## config.mk

```make
export PLATFORM = sky130hd
export DESIGN_NAME = bcd_updown_counter
export DESIGN_NICKNAME = d
export VERILOG_FILES = /design/src/rtl/bcd_updown_counter.sv
export SDC_FILE = /design/constraint.sdc
export NUM_CORES = 1
export LEC_CHECK = 0
export BUFFER_PORTS_ARGS = -buffer_cell sky130_fd_sc_hd__buf_4
export CORE_AREA = 2 2 81 83
export CTS_BUF_LIST = sky130_fd_sc_hd__clkbuf_8
export CTS_CLUSTER_DIAMETER = 80
export DETAILED_ROUTE_END_ITERATION = 12
export DIE_AREA = 0 0 83 85
export GPL_TIMING_DRIVEN = 0
export PLACE_DENSITY = 0.88
export REMOVE_ABC_BUFFERS = 1
export SLEW_MARGIN = 25
export SYNTH_ARGS = -nofsm -noshare
export SYNTH_HDL_FRONTEND = slang
export SYNTH_SLANG_ARGS = --single-unit
```

## constraint.sdc

```tcl
create_clock -name clk_in -period 2.6 [get_ports clk_in]
set_input_delay 0.13 -clock clk_in [delete_from_list [all_inputs] [get_ports clk_in]]
set_output_delay 0.13 -clock clk_in [all_outputs]
set_load 0.01 [all_outputs]
```

## src/rtl/bcd_updown_counter.sv

```systemverilog
// 4-digit BCD up/down counter driven by debounced button levels.
// A rising edge steps once; a held button auto-repeats after HOLD_CYCLES,
// then every RPT_CYCLES. clr_db clears the count and cancels any hold.
module bcd_updown_counter #(
  parameter int HOLD_CYCLES = 50_000_000,
  parameter int RPT_CYCLES  = 10_000_000,
  parameter int TMR_W       = 26
) (
  input  logic        clk_in,
  input  logic        reset,
  input  logic        up_db,
  input  logic        down_db,
  input  logic        clr_db,
  output logic [15:0] count_bcd,
  output logic        step,
  output logic        wrap,
  output logic        dir
);

  localparam logic [1:0] S_IDLE = 2'd0;
  localparam logic [1:0] S_WAIT = 2'd1;
  localparam logic [1:0] S_RPT  = 2'd2;

  localparam logic [TMR_W-1:0] HOLD_LAST = TMR_W'(HOLD_CYCLES - 1);
  localparam logic [TMR_W-1:0] RPT_LAST  = TMR_W'(RPT_CYCLES - 1);

  logic [1:0]       state, state_n;
  logic [TMR_W-1:0] timer, timer_n;
  logic             up_q, down_q;
  logic             rise_up, rise_dn;
  logic             req_up, req_dn, req_same;
  logic             do_step, step_up;
  logic [15:0]      count_n;
  logic             carry_out;

  assign rise_up  = up_db & ~up_q;
  assign rise_dn  = down_db & ~down_q;
  assign req_up   = ~clr_db & up_db & ~down_db;
  assign req_dn   = ~clr_db & down_db & ~up_db;
  // While holding, dir still reflects the direction the hold started with.
  assign req_same = dir ? req_up : req_dn;

  // Hold/repeat FSM: decides whether this cycle produces a step.
  always_comb begin
    state_n = state;
    timer_n = timer;
    do_step = 1'b0;
    step_up = dir;
    if (clr_db) begin
      state_n = S_IDLE;
      timer_n = '0;
    end else begin
      case (state)
        S_IDLE: begin
          if (rise_up && req_up) begin
            do_step = 1'b1;
            step_up = 1'b1;
            timer_n = '0;
            state_n = S_WAIT;
          end else if (rise_dn && req_dn) begin
            do_step = 1'b1;
            step_up = 1'b0;
            timer_n = '0;
            state_n = S_WAIT;
          end
        end
        S_WAIT: begin
          if (!req_same) begin
            state_n = S_IDLE;
            timer_n = '0;
          end else if (timer == HOLD_LAST) begin
            do_step = 1'b1;
            timer_n = '0;
            state_n = S_RPT;
          end else begin
            timer_n = timer + TMR_W'(1);
          end
        end
        S_RPT: begin
          if (!req_same) begin
            state_n = S_IDLE;
            timer_n = '0;
          end else if (timer == RPT_LAST) begin
            do_step = 1'b1;
            timer_n = '0;
          end else begin
            timer_n = timer + TMR_W'(1);
          end
        end
        default: begin
          state_n = S_IDLE;
          timer_n = '0;
        end
      endcase
    end
  end

  // Per-digit BCD increment/decrement; carry out of the top digit means wrap.
  always_comb begin
    logic       c;
    logic [3:0] d;
    c       = 1'b1;
    count_n = count_bcd;
    for (int i = 0; i < 4; i++) begin
      d = count_bcd[i*4 +: 4];
      if (c) begin
        if (step_up) begin
          if (d == 4'd9) count_n[i*4 +: 4] = 4'd0;
          else begin
            count_n[i*4 +: 4] = d + 4'd1;
            c = 1'b0;
          end
        end else begin
          if (d == 4'd0) count_n[i*4 +: 4] = 4'd9;
          else begin
            count_n[i*4 +: 4] = d - 4'd1;
            c = 1'b0;
          end
        end
      end
    end
    carry_out = c;
  end

  // State, edge-detect history, count and step/wrap pulses.
  always_ff @(posedge clk_in or posedge reset) begin
    if (reset) begin
      state     <= S_IDLE;
      timer     <= '0;
      up_q      <= 1'b0;
      down_q    <= 1'b0;
      count_bcd <= 16'h0000;
      step      <= 1'b0;
      wrap      <= 1'b0;
      dir       <= 1'b1;
    end else begin
      state  <= state_n;
      timer  <= timer_n;
      up_q   <= up_db;
      down_q <= down_db;
      step   <= do_step;
      wrap   <= do_step & carry_out;
      if (clr_db) begin
        count_bcd <= 16'h0000;
      end else if (do_step) begin
        count_bcd <= count_n;
        dir       <= step_up;
      end
    end
  end

endmodule

```

==> results.json <==
{
  "status": "finished with violations",
  "wl_per_cell_um": 16.6,
  "violations": "negative setup slack",
  "syn_area_sq_mm": 0.00343,
  "tightest_slew_ns": 0.706,
  "initial_core_util_pct": 55.4,
  "syn_avg_cell_area_sq_um": 8.70,
  "insertion_delay_ns": 0.32,
  "cts.sink_count": 49,
  "synth_area_leaders": "dfrtp_1 (35%), ha_1 (6.2%), nand3_1 (4.1%)",
  "timing.final.crit_period_ns": 2.60,
  "synth_largest_area_cell": "dfrtp_1",
  "finalWirelength_mm": 8.31,
  "gr-total-overflow": 0,
  "syn_to_final_growth_pct": 15.0,
  "p_per_area_mw_per_mm2": 435,
  "row_count": 29,
  "postLayoutCellArea_sq_mm": 0.00395,
  "crit_path_max_fanout": 7,
  "cts_tree": "done",
  "ir_drop_mv": 0.300,
  "ios": 24,
  "syn_inst": 395,
  "firstDrtPassIters": 5,
  "end_kind": "register",
  "crit_path_start_kind": "register",
  "r2r_start": "dir",
  "critical-path-max-stage-delay_ns": 0.66,
  "synth-simple-area-share_pct": 27.3,
  "cts_made_buffers": 5,
  "r2r_slack_ns": -0.002,
  "core_area_sq_mm": 0.00620,
  "clockBufferDepth": 2,
  "placed_cell_area_sq_mm": 0.00370,
  "slew_headroom_pct": 52.5,
  "finClkSkew_ns": 0.0134,
  "first_iter_violations": 226,
  "synth_top_area_share_pct": 35.0,
  "ys_types": 66,
  "num-fill-cells": 487,
  "ys_seq_area_share_pct": 35.7,
  "via_count": 3225,
  "diodes": 0,
  "grtUsageTotal_pct": 23.0,
  "ys_ff_latch": 49,
  "clk_pin_slew_ns": 0.10,
  "seqCellArea_sq_mm": 0.00123,
  "drive_above_1_share_pct": 16.3,
  "clock-root-buffer": "clkbuf_8",
  "hpwl_mm": 5.74,
  "grt_pass1_vias": 2991,
  "max_freq_mhz": 384,
  "final_nets": 444,
  "gp_congestion": 0.904,
  "rsz0062_at_grt": "true",
  "maxSlewViolCount": 0,
  "worstHoldStart": "clr_db",
  "final_antenna_net_count": 0,
  "grt_max_degree": 20,
  "die_x_um": 83,
  "synth_xor_area_share_pct": 2.81,
  "critPathLaunch": "dir",
  "dieArea_sq_mm": 0.00706,
  "cts_htree_levels": 2,
  "port_buffers": 23,
  "period_share_pct": 100,
  "synth-main-ff-cell": "dfrtp_1",
  "synth_compound_area_share_pct": 19.5,
  "layout_setup_ws_ns": -0.00195,
  "pre_cts_slack_ns": -0.758,
  "drv_cap": 0,
  "async_flop_share_pct": 100,
  "critPathSlowestCell": "dfstp_2",
  "antenna_found_initial": 0,
  "die_h_um": 85,
  "synth.area.mux_share_pct": 3.97,
  "yosys_warnings": 0,
  "required_ns": 2.80,
  "multi_input_area_sq_mm": 0.00213,
  "cp_top_family": "simple AND/OR/NAND/NOR gates",
  "cp_num_buf_inv": 1,
  "hold_viol": 0,
  "synthAdderAreaFrac_pct": 6.19,
  "p_leak_nw": 1.66,
  "arrival_ns": 2.80,
  "drc": 0,
  "crit_type": "register to register",
  "grt_pass1_wl_mm": 13.6,
  "synth_top_family_by_area": "simple AND/OR/NAND/NOR gates",
  "viasPerCell": 6.45,
  "cp_cell_sequence": "nor4bb_1, o21ai_1, nor2_1, o221ai_2, nor4_4, buf_6, mux2_4",
  "synth_edf_count": 0,
  "setup_viol": 1,
  "hold_class": "primary input to register"
}
final timing paths:
| kind | to | cells after the start |
|---|---|---|
| max | count_bcd[14] | 7 |
| min | count_bcd[1] | 2 |
| max reg2reg | count_bcd[14] | 7 |
| min reg2reg | timer[1] | 2 |
| max in group asynchronous | count_bcd[14] | 5 |
| min in group asynchronous | count_bcd[6] | 3 |
worst register-to-register path, cell delays in order (launching register included):
cell and delay (ns):
dfstp_2 0.66, nor4bb_1 0.45, o21ai_1 0.22, nor2_1 0.22, o221ai_2 0.18, nor4_4 0.29
buf_6 0.17, mux2_4 0.29
what timing repair did:
| action | CTS | global route |
|---|---|---|
| hold buffers | 3 | 0 |
| gates cloned | 0 | 1 |
| pin swaps | 2 | 1 |
| endpoints found under the setup margin | 29 | 23 |
| resized for setup | 9 | 9 |
| setup buffers | 2 | 5 |
| hold endpoints to repair | 14 | 0 |
registers in the layout (all words and copies together) (netlist names):
name and flops:
step 1, timer 26, state 2, wrap 1
dir 1, down_q 1, up_q 1, count_bcd 16
cell type report:
class                   instances  share of cell area, %
well taps                      77                   2.44
clock inverters                 3                  0.475
inverters                      21                   2.00
clock buffers                   5                   1.74
repair buffers                 36                   8.24
flip-flops and latches         49                   31.1
multi-input cells             309                   54.0
synthesized netlist by cell type, drive strengths merged (5+ instances only):
| cell type | n |
|---|---|
| xnor2 | 5 |
| buf | 5 |
| nand2 | 35 |
| mux2i | 8 |
| o21ai | 27 |
| o211ai | 6 |
| a21oi | 18 |
| a22o | 6 |
| clkbuf | 12 |
| or3 | 6 |
| a21o | 5 |
| inv | 21 |
| xor2 | 6 |
| nand4 | 7 |
| nor4 | 5 |
| and3 | 8 |
| nor2b | 5 |
| ha | 17 |
| dfrtp | 48 |
| nor3 | 15 |
| nand3 | 28 |
| nor2 | 34 |
kinds of logic after synthesis:
family          Yosys count
simple gates            172
compound gates           96
flops                    49
buf+inv                  38
fa+ha+maj                17
mux                      12
xor+xnor                 11
power breakdown:
part / leakage [nW] / total, mW / internal [mW] / switching (mW)
Combinational: 0.949 / 0.436 / 0.179 / 0.257
Sequential: 0.671 / 0.831 / 0.788 / 0.0428
Clock: 0.0416 / 0.450 / 0.186 / 0.264
stage by stage:
| step | hold slack (ns) | utilization, % | TNS, ns | std cells | power (mW) |
|---|---|---|---|---|---|
| 3_3_place_gp | 0.288 | 58.5 | -19.27 | 478 | 1.19 |
| 6_report | 0.141 | 63.7 | -0.00195 | 500 | 1.72 |
| 3_5_place_dp | 0.131 | 59.6 | -7.49 | 481 | 1.22 |
| 2_1_floorplan | 0.161 | - | -0.432 | 378 | 1.09 |
| 4_1_cts | 0.125 | 62.3 | -0.0849 | 494 | 1.69 |
| 5_1_grt | 0.144 | 63.7 | -0.482 | 500 | 1.80 |
layout by cell type (no fill, tap or decap), types with 4 or more instances in the layout:
cell / netlist / final
mux2i_1: 8 / 8
a21oi_1: 18 / 16
nor4_1: 4 / 4
and3_1: 8 / 8
o211ai_1: 5 / 5
nor2_1: 34 / 31
buf_4: 2 / 29
a21o_1: 4 / 4
nor4bb_1: 4 / 4
or3_1: 6 / 6
nor3_1: 13 / 12
dfrtp_1: 48 / 48
clkbuf_8: 0 / 5
a22o_1: 6 / 6
ha_1: 17 / 16
xnor2_1: 5 / 5
xor2_1: 6 / 6
inv_1: 21 / 21
nor2b_1: 5 / 5
nand4_1: 7 / 7
nand3_1: 28 / 28
o21ai_0: 22 / 22
nand2_1: 35 / 34
per-layer routing:
metal	global-route usage (%)	part of all wire, %	vias up
met4	8.35	2.3	0
met3	3.31	4.7	20
li1	-	-	1517
met1	28.7	43	1570
met2	40.7	50	118
met5	0	0	-
No activity file was read; power rests on OpenSTA's default activity.
